### config.mk
export PLATFORM = sky130hd
export DESIGN_NAME = tracking_output_writer
export DESIGN_NICKNAME = d
export VERILOG_FILES = /design/src/rtl/tracking_output_writer.sv
export SDC_FILE = /design/constraint.sdc
export NUM_CORES = 1
export LEC_CHECK = 0
export ABC_AREA = 1
export CORE_UTILIZATION = 25
export DETAILED_ROUTE_END_ITERATION = 12
export DONT_BUFFER_PORTS = 1
export PLACE_DENSITY = 0.37
export SETUP_SLACK_MARGIN = 0.3
export SLEW_MARGIN = 20
export SYNTH_ARGS = -nofsm -noshare
export SYNTH_HDL_FRONTEND = slang
export SYNTH_SLANG_ARGS = --single-unit
### constraint.sdc
create_clock -name clk -period 2.2 [get_ports clk]
set_input_delay 0.44 -clock clk [delete_from_list [all_inputs] [get_ports clk]]
set_output_delay 0.44 -clock clk [all_outputs]
set_load 0.005 [all_outputs]
### src/rtl/tracking_output_writer.sv
// tracking_output_writer: after a tracker frame, walks the object register file and writes
// each bounding box to SRAM as a two-word record, then writes a header word at the base address.
module tracking_output_writer #(
    parameter int unsigned  NUM_OBJECTS  = 8,
    parameter int unsigned  ADDR_WIDTH   = 18,
    parameter int unsigned  COORD_WIDTH  = 10,
    parameter bit           SKIP_INVALID = 1'b1,
    localparam int unsigned SelW         = (NUM_OBJECTS > 1) ? $clog2(NUM_OBJECTS) : 1
) (
    input  logic                   clk,
    input  logic                   reset_n,
    input  logic                   pause,
    input  logic                   enable_tracking_output,
    input  logic [ADDR_WIDTH-1:0]  base_address,
    input  logic                   mem_busy,
    input  logic                   obj_valid,
    input  logic [COORD_WIDTH-1:0] obj_x_min,
    input  logic [COORD_WIDTH-1:0] obj_x_max,
    input  logic [COORD_WIDTH-1:0] obj_y_min,
    input  logic [COORD_WIDTH-1:0] obj_y_max,
    output logic [SelW-1:0]        obj_sel,
    output logic                   wren,
    output logic [ADDR_WIDTH-1:0]  address,
    output logic [31:0]            data_write,
    output logic                   tracking_output_done
);

    localparam int unsigned CntW = $clog2(NUM_OBJECTS + 1);

    typedef enum logic [2:0] {
        StIdle,
        StFetch,
        StLatch,
        StWr0,
        StWr1,
        StHeader,
        StDone
    } state_e;

    state_e                state_q;
    logic [ADDR_WIDTH-1:0] base_q;
    logic [SelW-1:0]       slot_q;
    logic [CntW-1:0]       count_q;
    logic [15:0]           frame_q;
    logic                  valid_q;
    logic [14:0]           x_max_q;
    logic [15:0]           y_max_q;

    logic [SelW-1:0]       obj_sel_q;
    logic                  wren_q;
    logic [ADDR_WIDTH-1:0] addr_q;
    logic [31:0]           data_q;
    logic                  done_q;

    logic [ADDR_WIDTH-1:0] rec_off;
    logic [ADDR_WIDTH-1:0] wr0_addr;
    logic [ADDR_WIDTH-1:0] wr1_addr;
    logic [CntW-1:0]       count_inc;
    logic [SelW-1:0]       slot_next;
    logic [15:0]           x_min_ext;
    logic [15:0]           y_min_ext;
    logic [14:0]           x_max_ext;
    logic [15:0]           y_max_ext;
    logic [15:0]           count_ext;
    logic [15:0]           count_inc_ext;
    logic                  last_slot;
    logic                  accept;
    logic                  abort;

    // Record addresses, field extension and handshake qualifiers.
    always_comb begin
        rec_off       = ADDR_WIDTH'({count_q, 1'b0});
        wr0_addr      = base_q + rec_off + ADDR_WIDTH'(1);
        wr1_addr      = base_q + rec_off + ADDR_WIDTH'(2);
        count_inc     = count_q + CntW'(1);
        slot_next     = slot_q + SelW'(1);
        x_min_ext     = 16'(obj_x_min);
        y_min_ext     = 16'(obj_y_min);
        // Bit 15 of the x_max half-word carries the valid flag.
        x_max_ext     = 15'(obj_x_max);
        y_max_ext     = 16'(obj_y_max);
        count_ext     = 16'(count_q);
        count_inc_ext = 16'(count_inc);
        last_slot     = (slot_q == SelW'(NUM_OBJECTS - 1));
        accept        = wren_q && !mem_busy;
        abort         = !enable_tracking_output && (state_q != StIdle) && (state_q != StDone);
    end

    // Sequencer: run control, slot walk and the registered SRAM write port.
    always_ff @(posedge clk or negedge reset_n) begin
        if (!reset_n) begin
            state_q   <= StIdle;
            base_q    <= '0;
            slot_q    <= '0;
            count_q   <= '0;
            frame_q   <= '0;
            valid_q   <= 1'b0;
            x_max_q   <= '0;
            y_max_q   <= '0;
            obj_sel_q <= '0;
            wren_q    <= 1'b0;
            addr_q    <= '0;
            data_q    <= '0;
            done_q    <= 1'b0;
        end else if (pause) begin
            // Everything holds; the pending write is re-issued unchanged on resume.
            wren_q <= 1'b0;
        end else if (abort) begin
            state_q <= StIdle;
            wren_q  <= 1'b0;
        end else begin
            unique case (state_q)
                StIdle: begin
                    wren_q <= 1'b0;
                    if (!enable_tracking_output) begin
                        done_q <= 1'b0;
                    end else if (!done_q) begin
                        base_q    <= base_address;
                        slot_q    <= '0;
                        count_q   <= '0;
                        obj_sel_q <= '0;
                        state_q   <= StFetch;
                    end
                end
                StFetch: begin
                    state_q <= StLatch;
                end
                StLatch: begin
                    valid_q <= obj_valid;
                    x_max_q <= x_max_ext;
                    y_max_q <= y_max_ext;
                    if (SKIP_INVALID && !obj_valid) begin
                        if (last_slot) begin
                            state_q <= StHeader;
                            wren_q  <= 1'b1;
                            addr_q  <= base_q;
                            data_q  <= {frame_q, count_ext};
                        end else begin
                            state_q   <= StFetch;
                            slot_q    <= slot_next;
                            obj_sel_q <= slot_next;
                        end
                    end else begin
                        state_q <= StWr0;
                        wren_q  <= 1'b1;
                        addr_q  <= wr0_addr;
                        data_q  <= {x_min_ext, y_min_ext};
                    end
                end
                StWr0: begin
                    wren_q <= 1'b1;
                    if (accept) begin
                        state_q <= StWr1;
                        addr_q  <= wr1_addr;
                        data_q  <= {valid_q, x_max_q, y_max_q};
                    end
                end
                StWr1: begin
                    wren_q <= 1'b1;
                    if (accept) begin
                        count_q <= count_inc;
                        if (last_slot) begin
                            state_q <= StHeader;
                            addr_q  <= base_q;
                            data_q  <= {frame_q, count_inc_ext};
                        end else begin
                            state_q   <= StFetch;
                            wren_q    <= 1'b0;
                            slot_q    <= slot_next;
                            obj_sel_q <= slot_next;
                        end
                    end
                end
                StHeader: begin
                    wren_q <= 1'b1;
                    if (accept) begin
                        state_q <= StDone;
                        wren_q  <= 1'b0;
                        frame_q <= frame_q + 16'd1;
                    end
                end
                StDone: begin
                    done_q  <= 1'b1;
                    state_q <= StIdle;
                end
                default: begin
                    state_q <= StIdle;
                end
            endcase
        end
    end

    assign obj_sel              = obj_sel_q;
    assign wren                 = wren_q;
    assign address              = addr_q;
    assign data_write           = data_q;
    assign tracking_output_done = done_q;

endmodule

After elaboration in Yosys (flattened, before gate mapping)

Index checks and enable logic that the tools add are counted.

Add/subtract/negate cells: 6
Multipliers: 0
Div/mod/pow operators: 0
$lt $le $gt $ge: 0
Eq/ne operators: 22
Shift operators: 0
Muxes and demuxes: 44
Bitwise logic cells: 3
Reduce and logical (&&, ||, !) cells: 22

Operators with widths:

| cell                    | number |
|---|---|
| $mux W32                | 5 |
| $pmux W32 S3            | 1 |
| $mux W18                | 4 |
| $pmux W18 S3            | 1 |
| $mux W3                 | 16 |
| $ne A3 B3 Y1 const B    | 7 |
| $add A18 B1 Y18 const B | 1 |
| $add A18 B2 Y18 const B | 1 |
| $add A18 B5 Y18         | 1 |
| $pmux W3 S3             | 2 |
| $pmux W3 S6             | 1 |
| $add A16 B1 Y16 const B | 1 |
| $ne A2 B2 Y1 const B    | 7 |
| $reduce_and A7 Y1       | 2 |
| $eq A3 B3 Y1 const B    | 4 |
| $mux W4                 | 3 |
| $reduce_and A6 Y1       | 2 |
| $reduce_and A5 Y1       | 2 |
| $reduce_bool A3 Y1      | 3 |
| $mux W1                 | 8 |
| $pmux W4 S2             | 1 |
| $reduce_and A4 Y1       | 2 |
| $reduce_bool A7 Y1      | 1 |
| $eq A3 B2 Y1 const B    | 2 |
| other kinds (13)        | 19 |

Flip-flop bits (word level): 120
Bits in latches: 0
Bits in writable memories: 0
Bits in read-only memories: 0
Bits of input ports: 64
Output and inout bits: 55
Word-level logic and storage cells: 110
Memories kept: 0

Depth between registers and ports, before layout

Gate-level depths: netlist of the first run.

Word-level depth: 6
Gate-level depth with buffers: 18
Depth with buffers taken out: 18

Worst setup path after synthesis of the first run

No wires, ideal clock.

Path kind: reg2reg
Start point: reg count_q[0]
End point: reg addr_q[17], in the netlist address[17]
Library setup time: 113 ps
Arrival: 2369 ps
Data required time: 2087 ps
Slack: -282 ps
Cell stages (with the launch flop): 15
Path buffers: 0
Clock period less this slack: 2482 ps
Cell sequence: dfrtp_1 -> ha_1 -> fa_1 -> ha_1 -> inv_1 -> nor2_1 -> nand3_1 -> nor2_1 -> nand2_1 -> nor2_2 -> nand3_1 -> nand3_1 -> nand3_1 -> nand2_1 -> inv_1

Longest elaborated chain between the ends: 4
Elaborated cells between the ends (all ways): 6
Those cells by class: add/sub: 3; mux: 3

Ends and longest elaborated chain:

| item                                                      | line     | RTL |
|---|---|---|
| start: declaration                                        | 43       | `logic [CntW-1:0] count_q;` |
| start signal: assignment                                  | 161      | `count_q <= count_inc;` |
| $add A18 B5 Y18 (*)                                       | 73, 74   |  |
| $add A18 B2 Y18 / $add A18 B1 Y18 (equally long branches) | 74, 73   |  |
| $mux W18, on equally long branches                        | 152, 132 |  |
| $pmux W18 S3 (*)                                          | 112      | `unique case (state_q)` |
| end signal: assignment                                    | 146      | `addr_q <= wr0_addr;` |
| end signal: assignment                                    | 154      | `addr_q <= wr1_addr;` |
| end signal: assignment                                    | 164      | `addr_q <= base_q;` |
| end: declaration                                          | 51       | `logic [ADDR_WIDTH-1:0] addr_q;` |

Mark *: on every way between the ends. The rest lies on a longest branch, timed or not. The select of a mux whose other input is x is not followed.
A chain may end at the register's enable or synchronous reset.

Worst setup path in the final report of the first run

Start point: reg base_q[1]
End point: reg addr_q[6], in the netlist address[6]

Longest elaborated chain between the ends: 4
Elaborated cells between the ends (all ways): 6
Those cells by class: add/sub: 3; mux: 3

Ends and longest elaborated chain:

| item                                                      | line     | RTL |
|---|---|---|
| start: declaration                                        | 41       | `logic [ADDR_WIDTH-1:0] base_q;` |
| start signal: assignment                                  | 118      | `base_q <= base_address;` |
| $add A18 B5 Y18 (*)                                       | 73, 74   |  |
| $add A18 B2 Y18 / $add A18 B1 Y18 (equally long branches) | 74, 73   |  |
| $mux W18, on equally long branches                        | 152, 132 |  |
| $pmux W18 S3 (*)                                          | 112      |  |

Marks and branches as above.

==> flow_summary.ini, run 1 <==
[sta]
final-setup-viol-count = 12
setup_slack_ns = -0.237
worst_pin_slew_ns = 0.506
slew_viol_final = 0
fin_skew_ns = 0.0128
fmax_mhz = 410
grt_setup_unrepaired = yes
timing.final.crit_share_pct = 111
holdWs_ns = -0.240
post-route-min-period_ns = 2.44
relSlewSlack_pct = 66.3
hold_viol_final = 111

[status]
status = finished, violations left
violations = negative hold slack, negative setup slack

[global_routing]
grt_usage_pct = 18.2
grt_max_degree = 112
antenna_found_initial = 1
grt_pass1_vias = 6102
overflow = 0
grt_pass1_wl_mm = 36.3

[yosys]
ys_seq_elements = 111
synth-seq-area-share_pct = 42.3
async_flop_share_pct = 100
yosysWarnings = 0
netlist_area_um2 = 6570
syn_avg_cell_area_um2 = 8.05
ys_types = 47
synth_edf_count = 0
synthCells = 816
synth_flop_cell = dfrtp_1

[setup_path]
rr_endpoint = address[6]
startpoint_type = register
regToRegStartpoint = base_q[1]
endpoint_kind = register
r2r_cells = 12
critPathTopFamily = simple AND/OR/NAND/NOR gates
path_class = register to register
slowest_stage = dfrtp_1
path_max_fanout = 5
slowest_delay_ns = 0.41
critPathBufInv = 2
critPathArrivalTime_ns = 2.70
reg2reg_setup_slack_ns = -0.24
cp_cell_sequence = ha_4, fa_2, buf_4, xnor2_4, nor2_4, nand2_2, nor2_4, buf_4, xor2_1, o221ai_1, nand2_1, nand2_1
crit_required_ns = 2.46

[cts]
numCtsBuffers = 9
clock_latency_ns = 0.38
htreeDepth = 3
cts_sinks = 111
cts_root_buffer = clkbuf_16
cts_tree = built
cts.path.max_buffers = 2
path_clk_slew_ns = 0.09

[floorplanning]
start_util_pct = 25.8
die_w_um = 164
rows = 58
ios = 119
dieHeight_um = 164
die_area_um2 = 26900
core_region_area_um2 = 25500

[place]
place_inst = 1214
io_buffer_count = 0
dpl-instance-area_um2 = 7610
place.gp.congestion = 0.854
hpwl_mm = 16.5

[final_layout]
fillerInstances = 2614
drive_above_1_share_pct = 40.4
final_common_cell = nand2_1
final_nets = 1033
antenna_cells = 0
area_delta_synth_final_pct = 46.5
fin_cells = 1293
final_cell_mix = nand2_1 (145), buf_4 (112), dfrtp_1 (106)
multi_input_area_um2 = 4220
final_util_pct = 37.8
regArea_um2 = 2780
final_area_um2 = 9620

[power]
ir_drop_uv = 499
power_leakage_uw = 0.00445
power_density_nw_per_um2 = 1300

[detailed_routing]
drc_errors = 0
routed-via-count = 6184
post_drt_wl_per_cell_um = 18.9
ant_nets = 0
drt-initial-drc-count = 341
drt-vias-per-instance = 4.78
firstDrtPassIters = 7
drt-total-wl_mm = 24.5

[run]
maxCapViolCount = 0

[worst_hold_path]
hold_path_class = primary input to async pin
[worst register-to-register path, stage by stage (launching register included)]
cell and delay [ns]:
dfrtp_1 0.41, ha_4 0.18, fa_2 0.38, buf_4 0.17, xnor2_4 0.17, nor2_4 0.17
nand2_2 0.11, nor2_4 0.17, buf_4 0.15, xor2_1 0.14, o221ai_1 0.14, nand2_1 0.10
nand2_1 0.05
[area by class of cell]
class	instances	share of cell area, %
multi-input cells	593	43.8
flip-flops and latches	111	28.9
repair buffers	154	16.1
well taps	330	4.29
inverters	89	3.81
clock buffers	10	2.38
clock inverters	6	0.650
[through the flow]
step	TNS, ns	hold WS [ns]	setup slack, ns	total power, uW
6_report	-1.89	-0.240	-0.237	12500
5_1_grt	-4.06	-0.252	-0.385	13400
3_5_place_dp	-2.89	0.153	-0.352	8600
3_3_place_gp	-2.69	0.153	-0.357	8620
4_1_cts	-2.48	-0.250	-0.261	11500
2_1_floorplan	-0.718	0.144	-0.123	6560
[synth_stat cells, drive strengths merged, types with 2 or more instances]
master	number	share of area, %
nor3	6	0.63
o31ai	5	0.57
nand4	10	0.95
or2	4	0.38
nand2	194	12
inv	89	5.1
a41oi	3	0.40
o211ai	5	0.57
ha	10	1.9
clkbuf	5	0.29
xnor2	6	0.80
o21ai	46	3.6
a31oi	15	1.4
buf	23	2.4
a22oi	2	0.23
dfrtp	111	42
a21oi	35	2.8
a221oi	22	3.2
xor2	15	2.0
mux2	25	4.3
nor2	105	7.6
nand3	66	5.3
o22ai	3	0.29
nand3b	4	0.46
[registers in the layout, indices dropped and copies added (netlist names)]
name	cells
count_q	4
base_q	18
frame_q	16
y_max_q	10
valid_q	1
wren	1
slot_q	3
data_write	26
address	18
state_q	3
tracking_output_done	1
x_max_q	10
[logic make-up after synthesis]
logic type | count (synthesis) | synth area share, %
buf+inv | 117 | 7.79
fa+ha+maj | 11 | 2.21
compound gates | 139 | 13.5
xor+xnor | 21 | 2.80
simple gates | 391 | 27.1
other cells | 1 | 0.0571
flops | 111 | 42.3
mux | 25 | 4.29
[report_power, final]
group | total [uW] | internal (uW) | switching, uW | leakage (uW)
Sequential | 3790 | 2830 | 953 | 0.00133
Combinational | 6980 | 3300 | 3680 | 0.00298
Clock | 1730 | 806 | 924 | 0.000143
[what timing repair did]
action,4_1_cts,5_1_grt
gates cloned,7,3
hold endpoints to repair,111,111
pin swaps,22,52
endpoints found under the setup margin,58,86
setup buffers,34,19
resized for setup,130,152
[worst max-delay path by stage]
stage / start / end / slack (ns) / cells past startpoint
finish: base_q[1] / address[6] / -0.24 / 12
detailed placement: count_q[0] / address[7] / -0.35 / 13
global route: base_q[2] / address[12] / -0.38 / 16
CTS: count_q[0] / address[14] / -0.26 / 16
floorplan: count_q[0] / address[9] / -0.12 / 14
global placement: count_q[0] / address[7] / -0.36 / 13
[layer usage]
metal	wire (um)	up-vias	global-route usage (%)
met4	246	0	4.63
li1	-	3015	-
met5	0	-	0
met3	1320	16	3.43
met1	11500	3019	25.4
met2	11400	134	28.6
Power figures use the tool's default switching activity.
==> run 2, diff against run 1 <==
ABC_CLOCK_PERIOD_IN_PS = 2200   (was default)
DONT_BUFFER_PORTS = default   (was 1)
PLACE_DENSITY = 0.43   (was 0.37)
==> run 2 against run 1 <==
  * The run ends with negative setup slack left
  * Register-to-register slack worse by 0.03 ns
  * Sequential power is 5.3% lower
  * Critical path type unchanged
  * Routed wire length is 4.2% lower
  * Critical endpoint is now address[9]
  * Fmax is 1.3% lower
  * Via count is 5.1% higher
  * Setup slack worse by 0.033 ns
  * First-iteration DRC count is 19% lower
  * Sequential share of layout area is 2.4 points lower
==> flow_summary.ini, run 2 (synthesis gave the netlist of run 1 again) <==
[floorplanning]
ios = 119
dieHeight_um = 164
die_w_um = 164
rows = 58
die_area_um2 = 26900
core_region_area_um2 = 25500
start_util_pct = 25.8

[final_layout]
drive_above_1_share_pct = 35.3
area_delta_synth_final_pct = 59.9
final_common_cell = nand2_1
final_nets = 1141
final_util_pct = 41.2
multi_input_area_um2 = 4070
final_area_um2 = 10500
regArea_um2 = 2780
fin_cells = 1401
largest_register_ffs = 26
fillerInstances = 2533
antenna_cells = 0
final_cell_mix = nand2_1 (151), clkdlybuf4s50_1 (111), buf_4 (109)

[detailed_routing]
drt-vias-per-instance = 4.64
drc_errors = 0
drt-initial-drc-count = 277
ant_nets = 0
firstDrtPassIters = 5
post_drt_wl_per_cell_um = 16.7
routed-via-count = 6501
drt-total-wl_mm = 23.4

[place]
place.gp.congestion = 0.880
hpwl_mm = 16.5
io_buffer_count = 112
place_inst = 1338
dpl-instance-area_um2 = 8850

[sta]
fmax_mhz = 405
timing.final.crit_share_pct = 112
post-route-min-period_ns = 2.47
setup_slack_ns = -0.269
slew_viol_final = 0
fin_skew_ns = 0.0116
hold_viol_final = 0
grt_setup_unrepaired = yes
final-setup-viol-count = 13

[setup_path]
reg2reg_setup_slack_ns = -0.27
path_max_fanout = 3
crit_required_ns = 2.47
critPathArrivalTime_ns = 2.73
startpoint_type = register
cp-startpoint = base_q[1]
path_class = register to register
rr_endpoint = address[9]
endpoint_kind = register
r2r_cells = 14
regToRegStartpoint = base_q[1]

[power]
ir_drop_uv = 430
power_leakage_uw = 0.00473
power_density_nw_per_um2 = 1220

[global_routing]
grt_usage_pct = 16.7
antenna_found_initial = 0
overflow = 0
grt_pass1_vias = 6269
grt_use_met2_pct = 27.4
top_usage_layer = met2
grt_max_degree = 52
grt_pass1_wl_mm = 34.4
use_met3_pct = 3.16
grtUsageMet1_pct = 22.1

[cts]
cts_sinks = 111
cts_tree = built
numCtsBuffers = 9
cts_root_buffer = clkbuf_16
htreeDepth = 3
cts.path.max_buffers = 2
clock_latency_ns = 0.37
path_clk_slew_ns = 0.08

[status]
violations = negative setup slack
status = finished, violations left

[run]
maxCapViolCount = 0

[worst_hold_path]
hold_path_class = primary input to async pin
[run 2: cell types whose count changed in the layout (fill, tap and decap cells not counted), sizes merged]
cell           delta
bufinv            +1
dlygate4sd3       +1
clkinvlp          +1
clkbuf            +2
clkinv            +2
clkdlybuf4s50   +111
buf               -9
inv               -1
[run 2: area by class of cell]
| type | count | share of cell area, % |
|---|---|---|
| Sequential cell | 111 | 26.5 |
| Multi-Input combinational cell | 593 | 38.8 |
| Tap cell | 330 | 3.93 |
| Inverter | 89 | 3.50 |
| Timing Repair Buffer | 260 | 24.0 |
| Clock buffer | 9 | 2.14 |
| Timing Repair inverter | 2 | 0.262 |
| Clock inverter | 7 | 0.929 |
[run 2: critical path, cell delays in order, from the launching register on]
cell     delay (ns)
dfrtp_1        0.41
ha_4           0.17
fa_2           0.56
ha_4           0.15
inv_4          0.04
nor2_4         0.15
nand2_2        0.06
nor2_1         0.08
nand2_1        0.10
nor2_2         0.14
a21oi_2        0.09
o21ai_1        0.15
nand3_1        0.12
o21ai_1        0.10
inv_1          0.04
[run 2: how the worst max path moves through the flow]
stage | to | slack, ns | depth (start not counted)
2_1_floorplan | address[9] | -0.12 | 14
3_3_place_gp | address[9] | -0.28 | 14
3_5_place_dp | address[14] | -0.30 | 16
4_1_cts | address[14] | -0.28 | 16
5_1_grt | address[9] | -0.38 | 14
6_report | address[9] | -0.27 | 14
[run 2: metal layers]
metal	up-vias	routed length (um)	part of all wire, %
li1	3228	-	-
met4	0	356	1.5
met2	111	11200	48
met1	3143	11000	47
met3	19	840	3.6
met5	-	0	0
[run 2: power by group]
part	internal, uW	leakage (uW)	switching, uW
Sequential	2840	0.00133	756
Clock	921	0.000157	902
Combinational	3650	0.00324	3760
[run 2: timing repair]
item,4_1_cts,5_1_grt
buffers inserted,14,23
hold buffers,1,0
endpoints found under the setup margin,51,83
pin swaps,38,57
endpoints found under the hold margin,9,0
cloned,0,9
resized for setup,62,176
[run 2: stage by stage]
step | hold WS (ns) | TNS (ns) | worst slack (ns) | power [uW]
6_report | 0.444 | -2.58 | -0.269 | 12800
4_1_cts | 0.442 | -2.53 | -0.278 | 11700
3_5_place_dp | 0.305 | -4.66 | -0.299 | 9470
3_3_place_gp | 0.306 | -4.24 | -0.280 | 9460
2_1_floorplan | 0.144 | -0.718 | -0.123 | 6560
5_1_grt | 0.455 | -4.05 | -0.381 | 13800
